## src/rtl/pipelined_barrel_shifter_pkg.sv

```systemverilog
// -----------------------------------------------------------------------------
// shift_pkg
// Shared types and helpers for the pipelined barrel shifter.
//   shift_op_t : shift mode encoding carried alongside every word.
//   width_of() : word width W = 2**N for a shifter with N stages.
// Optional feature macro used elsewhere in the slice: BSHIFT_FLAGS_EN.
// -----------------------------------------------------------------------------
package shift_pkg;

  // SH_RSV is decoded exactly like SH_ROT everywhere; it is never an error.
  typedef enum logic [1:0] {
    SH_ROT = 2'b00,
    SH_LSH = 2'b01,
    SH_ASH = 2'b10,
    SH_RSV = 2'b11
  } shift_op_t;

  function automatic int width_of(input int n);
    return 1 << n;
  endfunction

endpackage

```

## src/rtl/pipelined_barrel_shifter_if.sv

```systemverilog
// -----------------------------------------------------------------------------
// pipelined_barrel_shifter_if
// Valid/ready stream bundle between a producer, the shifter and a consumer.
//   Parameter N : log2 of the word width (W = 2**N).
//   in_valid/in_ready   : operand handshake (producer -> shifter)
//   in_data, in_amt     : operand word and shift amount (0..W-1)
//   in_lr, in_op        : direction (1 = left) and mode (shift_op_t)
//   out_valid/out_ready : result handshake (shifter -> consumer)
//   out_data            : shifted word
//   out_carry, out_zero : last bit shifted out / result-is-zero
//                         (only when BSHIFT_FLAGS_EN is defined)
// Modports: slave = shifter side, master = producer/consumer side.
// -----------------------------------------------------------------------------
interface pipelined_barrel_shifter_if #(
  parameter int N = 3
);
  import shift_pkg::*;

  localparam int W = width_of(N);

  logic           in_valid;
  logic           in_ready;
  logic [W-1:0]   in_data;
  logic [N-1:0]   in_amt;
  logic           in_lr;
  shift_op_t      in_op;
  logic           out_valid;
  logic           out_ready;
  logic [W-1:0]   out_data;
`ifdef BSHIFT_FLAGS_EN
  logic           out_carry;
  logic           out_zero;
`endif

  modport slave (
    input  in_valid, in_data, in_amt, in_lr, in_op, out_ready,
    output in_ready, out_valid, out_data
`ifdef BSHIFT_FLAGS_EN
    , output out_carry, out_zero
`endif
  );

  modport master (
    output in_valid, in_data, in_amt, in_lr, in_op, out_ready,
    input  in_ready, out_valid, out_data
`ifdef BSHIFT_FLAGS_EN
    , input out_carry, out_zero
`endif
  );

endinterface

```

## src/rtl/pipelined_barrel_shifter_stage.sv

```systemverilog
// -----------------------------------------------------------------------------
// barrel_stage
// One pipeline stage of the barrel shifter: shifts its word by 2**K when
// amt[K] is set (otherwise passes it through) and registers the result
// together with the word's side-band (valid, amt, lr, op).
// Optional feature macro: BSHIFT_FLAGS_EN adds the carry chain and a
// registered zero flag.
// Parameters:
//   N : log2 of word width, K : stage index (shift distance 2**K)
// Ports:
//   clk, rst_n      : clock, asynchronous active-low reset
//   i_en            : global advance enable; 0 holds every register
//   i_vld..i_op     : word and side-band from the previous stage
//   i_carry         : carry so far (BSHIFT_FLAGS_EN)
//   o_vld..o_op     : registered word and side-band
//   o_carry, o_zero : registered carry / result-is-zero (BSHIFT_FLAGS_EN)
// -----------------------------------------------------------------------------
module barrel_stage
  import shift_pkg::*;
#(
  parameter int N = 3,
  parameter int K = 0
) (
  input  logic                     clk,
  input  logic                     rst_n,
  input  logic                     i_en,
  input  logic                     i_vld,
  input  logic [width_of(N)-1:0]   i_data,
  input  logic [N-1:0]             i_amt,
  input  logic                     i_lr,
  input  shift_op_t                i_op,
`ifdef BSHIFT_FLAGS_EN
  input  logic                     i_carry,
  output logic                     o_carry,
  output logic                     o_zero,
`endif
  output logic                     o_vld,
  output logic [width_of(N)-1:0]   o_data,
  output logic [N-1:0]             o_amt,
  output logic                     o_lr,
  output shift_op_t                o_op
);

  localparam int W = width_of(N);
  localparam int S = 1 << K;

  // Left shifts: LSH and ASH both fill with zeros; ROT/RSV wrap around.
  function automatic logic [W-1:0] shift_left(input logic [W-1:0] d,
                                              input shift_op_t op);
    case (op)
      SH_LSH, SH_ASH: shift_left = {d[W-S-1:0], {S{1'b0}}};
      default:        shift_left = {d[W-S-1:0], d[W-1:W-S]};
    endcase
  endfunction

  // Right shifts. For ASH the current MSB is still the original sign bit,
  // because every earlier arithmetic stage refilled it with itself.
  function automatic logic [W-1:0] shift_right(input logic [W-1:0] d,
                                               input shift_op_t op);
    logic signed [W-1:0] sd;
    sd = d;
    case (op)
      SH_LSH:  shift_right = {{S{1'b0}}, d[W-1:S]};
      SH_ASH:  shift_right = sd >>> S;
      default: shift_right = {d[S-1:0], d[W-1:S]};
    endcase
  endfunction

  logic           w_active;
  logic [W-1:0]   w_data_nxt;

  logic           r_vld;
  logic [W-1:0]   r_data;
  logic [N-1:0]   r_amt;
  logic           r_lr;
  shift_op_t      r_op;

  assign w_active = i_amt[K];

  always_comb begin
    w_data_nxt = i_data;
    if (w_active) begin
      if (i_lr) w_data_nxt = shift_left(i_data, i_op);
      else      w_data_nxt = shift_right(i_data, i_op);
    end
  end

  // ---- stage register ----
  always_ff @(posedge clk or negedge rst_n) begin
    if (!rst_n) begin
      r_vld  <= 1'b0;
      r_data <= '0;
      r_amt  <= '0;
      r_lr   <= 1'b0;
      r_op   <= SH_ROT;
    end else if (i_en) begin
      r_vld  <= i_vld;
      r_data <= w_data_nxt;
      r_amt  <= i_amt;
      r_lr   <= i_lr;
      r_op   <= i_op;
    end
  end

  assign o_vld  = r_vld;
  assign o_data = r_data;
  assign o_amt  = r_amt;
  assign o_lr   = r_lr;
  assign o_op   = r_op;

`ifdef BSHIFT_FLAGS_EN
  // The last bit leaving the word is at the same position for every mode:
  // bit W-S going left, bit S-1 going right. The last active stage wins,
  // which yields in_data[amt-1] / in_data[W-amt] for shifts and
  // result[W-1] / result[0] for rotates.
  logic w_carry_nxt;
  logic r_carry;
  logic r_zero;

  always_comb begin
    w_carry_nxt = i_carry;
    if (w_active) w_carry_nxt = i_lr ? i_data[W-S] : i_data[S-1];
  end

  always_ff @(posedge clk or negedge rst_n) begin
    if (!rst_n) begin
      r_carry <= 1'b0;
      r_zero  <= 1'b0;
    end else if (i_en) begin
      r_carry <= w_carry_nxt;
      r_zero  <= (w_data_nxt == '0);
    end
  end

  assign o_carry = r_carry;
  assign o_zero  = r_zero;
`endif

endmodule

```

## src/rtl/pipelined_barrel_shifter.sv

```systemverilog
// -----------------------------------------------------------------------------
// pipelined_barrel_shifter
// Streaming barrel shifter for W = 2**N bit words: rotate, logical and
// arithmetic shifts in both directions, one power-of-two step per stage,
// N stages, valid/ready handshake with full backpressure.
// Optional feature macro: BSHIFT_FLAGS_EN (out_carry / out_zero).
// Parameters:
//   N : log2 of word width; also the pipeline depth
// Ports:
//   clk   : clock, rising edge
//   rst_n : asynchronous active-low reset; flushes every in-flight word
//   bus   : pipelined_barrel_shifter_if.slave (operand in, result out)
// -----------------------------------------------------------------------------
module pipelined_barrel_shifter
  import shift_pkg::*;
#(
  parameter int N = 3
) (
  input  logic                            clk,
  input  logic                            rst_n,
  pipelined_barrel_shifter_if.slave       bus
);

  localparam int W = width_of(N);

  // Index 0 is the input boundary, index k+1 is the output of stage k.
  logic           w_vld  [N+1];
  logic [W-1:0]   w_data [N+1];
  logic [N-1:0]   w_amt  [N+1];
  logic           w_lr   [N+1];
  shift_op_t      w_op   [N+1];
  logic           w_en;

  // The whole pipe advances together: it may move whenever the output slot
  // is empty or being drained. Bubbles travel as valid=0 entries.
  assign w_en         = !w_vld[N] || bus.out_ready;
  assign bus.in_ready = w_en;

  assign w_vld[0]  = bus.in_valid;
  assign w_data[0] = bus.in_data;
  assign w_amt[0]  = bus.in_amt;
  assign w_lr[0]   = bus.in_lr;
  assign w_op[0]   = bus.in_op;

`ifdef BSHIFT_FLAGS_EN
  logic w_carry [N+1];
  logic w_zero  [N];

  // No stage has shifted yet, so nothing has been carried out.
  assign w_carry[0] = 1'b0;
`endif

  for (genvar k = 0; k < N; k++) begin : g_stage
    barrel_stage #(
      .N (N),
      .K (k)
    ) u_stage (
      .clk     (clk),
      .rst_n   (rst_n),
      .i_en    (w_en),
      .i_vld   (w_vld[k]),
      .i_data  (w_data[k]),
      .i_amt   (w_amt[k]),
      .i_lr    (w_lr[k]),
      .i_op    (w_op[k]),
`ifdef BSHIFT_FLAGS_EN
      .i_carry (w_carry[k]),
      .o_carry (w_carry[k+1]),
      .o_zero  (w_zero[k]),
`endif
      .o_vld   (w_vld[k+1]),
      .o_data  (w_data[k+1]),
      .o_amt   (w_amt[k+1]),
      .o_lr    (w_lr[k+1]),
      .o_op    (w_op[k+1])
    );
  end

  assign bus.out_valid = w_vld[N];
  assign bus.out_data  = w_data[N];

`ifdef BSHIFT_FLAGS_EN
  assign bus.out_carry = w_carry[N];
  assign bus.out_zero  = w_zero[N-1];
`endif

  // Side-band of the final stage has no consumer.
  logic w_unused_tail;
  assign w_unused_tail = ^{w_amt[N], w_lr[N], w_op[N]};

endmodule

```

## src/flat_wrapper.sv

```systemverilog
// flat-port wrapper written by rule: the top's interface ports become plain ports
module pipelined_barrel_shifter_flat import shift_pkg::*;
#(
  parameter int N = 3
)
  (clk, rst_n, bus_in_valid, bus_in_data, bus_in_amt, bus_in_lr, bus_in_op, bus_out_ready, bus_in_ready, bus_out_valid, bus_out_data);
  pipelined_barrel_shifter_if #(.N(N)) bus_i ();
  input  logic clk;
  input  logic rst_n;
  input wire logic [$bits(bus_i.in_valid)-1:0] bus_in_valid;
  input wire logic [$bits(bus_i.in_data)-1:0] bus_in_data;
  input wire logic [$bits(bus_i.in_amt)-1:0] bus_in_amt;
  input wire logic [$bits(bus_i.in_lr)-1:0] bus_in_lr;
  input wire logic [$bits(bus_i.in_op)-1:0] bus_in_op;
  input wire logic [$bits(bus_i.out_ready)-1:0] bus_out_ready;
  output wire logic [$bits(bus_i.in_ready)-1:0] bus_in_ready;
  output wire logic [$bits(bus_i.out_valid)-1:0] bus_out_valid;
  output wire logic [$bits(bus_i.out_data)-1:0] bus_out_data;
  assign bus_i.in_valid = bus_in_valid;
  assign bus_i.in_data = bus_in_data;
  assign bus_i.in_amt = bus_in_amt;
  assign bus_i.in_lr = bus_in_lr;
  assign bus_i.in_op = bus_in_op;
  assign bus_i.out_ready = bus_out_ready;
  assign bus_in_ready = bus_i.in_ready;
  assign bus_out_valid = bus_i.out_valid;
  assign bus_out_data = bus_i.out_data;
  pipelined_barrel_shifter #(.N(N)) u_core (.clk(clk), .rst_n(rst_n), .bus(bus_i));
endmodule
```

## config.mk

```make
export PLATFORM = sky130hd
export DESIGN_NAME = pipelined_barrel_shifter_flat
export DESIGN_NICKNAME = d
export VERILOG_FILES = /design/src/rtl/pipelined_barrel_shifter_pkg.sv /design/src/rtl/pipelined_barrel_shifter_if.sv /design/src/rtl/pipelined_barrel_shifter_stage.sv /design/src/rtl/pipelined_barrel_shifter.sv /design/src/flat_wrapper.sv
export SDC_FILE = /design/constraint.sdc
export NUM_CORES = 1
export LEC_CHECK = 0
export BUFFER_PORTS_ARGS = -buffer_cell sky130_fd_sc_hd__buf_2
export CAP_MARGIN = 20
export CORE_UTILIZATION = 55
export CTS_CLUSTER_DIAMETER = 150
export CTS_CLUSTER_SIZE = 24
export DETAILED_ROUTE_END_ITERATION = 10
export GPL_ROUTABILITY_DRIVEN = 0
export PLACE_DENSITY = 0.83
export RECOVER_POWER = 50
export SLEW_MARGIN = 10
export SYNTH_ARGS = -nofsm -noshare
export SYNTH_HDL_FRONTEND = slang
export SYNTH_SLANG_ARGS = --single-unit
```

## constraint.sdc

```tcl
create_clock -name clk -period 1.82 [get_ports clk]
set_input_delay 0.364 -clock clk [delete_from_list [all_inputs] [get_ports clk]]
set_output_delay 0.364 -clock clk [all_outputs]
set_load 0.05 [all_outputs]
```

==> metrics.csv <==
metric,value,unit
Startpoint Class,flip-flop,
grt ovf,0,
Clock Sinks,36,
CTS tree,built,
Synth area leaders,"dfrtp_1, nand2_1, o21ai_0",
minimum setup slack after placement,373,ps
Starting Density,0.603,
Clock Tree Root,clkbuf_4,
# nets final,247,
final worst path period need,1660,ps
first-pass GRT wire length,5560,um
leading area contributor after synthesis,dfrtp_1,
die width,60.8,um
vias,1461,
Yosys top cell area share,0.474,
violation count after the first detailed-route iteration,41,
Mapped Nets,223,
post-synth design cell area,0.00190,mm^2
yosys warns,0,
DPL Wire Length,2480,um
unrepaired setup endpoints after global routing,false,
Synth Flop Type,dfrtp_1,
DR DRC count,0,
Core Box Area,0.00315,mm^2
post-route cell area,0.00208,mm^2
Final setup viols,0,
gr usage total,0.211,
Worst slew margin,0.432,
total of max-cap violations,0,
Netlist cell types,29,
initial antenna violation count,0,
Final Max Tran Viols,0,
largest net degree at the start of global routing,47,
Syn-to-layout area delta,9.68,%
hold buffer count at cts,0,
Inst Count DP,263,
outcome,completed,
Hold Path Class,primary input to asynchronous set/reset pin,
CP Max Fanout,10,
1st-pass router iterations,4,
Post-CTS Setup Bufs,0,
"Hold Vio Cnt, Final",0,
Routed WL,3340,um
clk slew on worst S/H paths,100,ps
port buffer count,27,
"EDFF count, synth",0,
vias per cell,5.39,
final setup TNS,0,ps
CTS buffer count,5,
CTS max path bufs,2,
Layout Cells excl Fill,271,
Async SR Flop Fraction,1.00,
Cell Rows,20,
layout filler cell count,287,
P_leak,1.03,nW
FMAX,601,MHz
Final ANT Viol Nets,0,
synthesized instance count,202,
critical path capture point type,primary output,
most frequent cell after synthesis,dfrtp_1,
final worst slack,157,ps
CTS HTree Levels,2,
vias in the first global route,1327,
CP Data Required Time,1460,ps
"flops & latches, synth",36,
pwr dens,1500,mW/mm^2
VDD IR max,0.679,mV
Post-DP Area,0.00204,mm^2
Ports,28,
DR WL/cell,12.3,um
hold_ws,192,ps
share of cells above drive strength 1,0.198,
average size of a mapped cell,9.41,um^2
die area,0.00369,mm^2
diode count,0,
CP Class,flip-flop to primary output,
Crit path arrival time,1300,ps
Post-CTS Resized,0,
die height,60.8,um
Tcrit/Tclk final,0.914,
"Seq/Total Area, Yosys",0.474,
list of most frequent post-synthesis cells,"dfrtp_1, nand2_1, o21ai_0",
Worst Tran Pin Value,852,ps
Clock Skews,4.18,ps
worst skew pair latency,330,ps
## critical path: stages (launching register included)
cell	delay (ps)
dfrtp_1	390
nor2b_2	160
inv_2	130
buf_2	290
## per-stage QoR
step / utilization / power, W
CTS: 0.667 / 0.00319
global route: 0.661 / 0.00340
finish: 0.661 / 0.00313
floorplan: - / 0.00244
detailed placement: 0.647 / 0.00275
global placement: 0.647 / 0.00270
## power breakdown
group          internal, W  switching [W]  total [W]
Sequential         0.00111       0.000283    0.00139
Clock             0.000184       0.000249   0.000432
Combinational     0.000476       0.000831    0.00131
Total              0.00177        0.00136    0.00313
## sequential cells by signal (all words and copies together), names as in the netlist
| register | cells |
|---|---|
| u_core.g_stage.u_stage.o_data | 24 |
| u_core.g_stage.u_stage.o_op | 4 |
| u_core.g_stage.u_stage.o_amt | 3 |
| u_core.g_stage.u_stage.o_vld | 3 |
| u_core.g_stage.u_stage.o_lr | 2 |
## cell usage in the layout, fill, tap and decap left out, types with 2 or more instances in the layout
cell type and instances:
a211oi_2 4, nand3_1 2, mux2i_1 10, nor3b_1 2, buf_2 27, o21ai_1 2
clkinv_2 2, a31oi_1 8, nor2b_1 4, a211oi_1 6, clkbuf_4 5, nor2_1 14
nand2b_1 6, and3_1 5, a21o_1 13, o221ai_1 2, ha_1 3, nand2_1 34
inv_1 6, o21ai_0 24, dfrtp_1 36, clkbuf_2 2
## layer usage
metal / track usage / up-vias / wire (um)
li1: - / 754 / -
met1: 0.219 / 673 / 1450
met2: 0.389 / 30 / 1750
met3: 0.0640 / 4 / 92
met4: 0.0974 / 0 / 46
met5: 0 / - / 0
## cell families after synthesis
| kind of cell | Yosys count | share of synthesized area |
|---|---|---|
| adder cells (fa/ha/maj) | 3 | 0.0198 |
| buffers and inverters | 20 | 0.0586 |
| multiplexers | 10 | 0.0527 |
| AND/OR/NAND/NOR | 72 | 0.181 |
| flip-flops | 36 | 0.474 |
| AO/OA/AOI/OAI | 61 | 0.214 |
## path summary, 6_finish.rpt
path / slack [ps] / endpoint / start / cells past startpoint
max: 160 / bus_in_ready / u_core.g_stage[2].u_stage.o_vld / 3
min: 190 / u_core.g_stage[2].u_stage.o_data[0] / rst_n / 2
min in group clk: 220 / u_core.g_stage[0].u_stage.o_vld / bus_in_valid / 3
max reg2reg: 200 / u_core.g_stage[1].u_stage.o_data[2] / u_core.g_stage[2].u_stage.o_vld / 4
min reg2reg: 470 / u_core.g_stage[1].u_stage.o_vld / u_core.g_stage[1].u_stage.o_vld / 2
max in group asynchronous: 1100 / u_core.g_stage[0].u_stage.o_data[7] / rst_n / 2
## final cells by class
class	instances	area [um^2]	share of cell area
inverter	7	26.3	0.0126
clock inverter	2	10.0	0.00480
timing repair buffer	30	153	0.0732
tap	44	55.1	0.0264
sequential	36	901	0.432
multi-input combinational	146	888	0.426
clock buffer	6	51.3	0.0246
No activity file was read; power rests on OpenSTA's default activity.
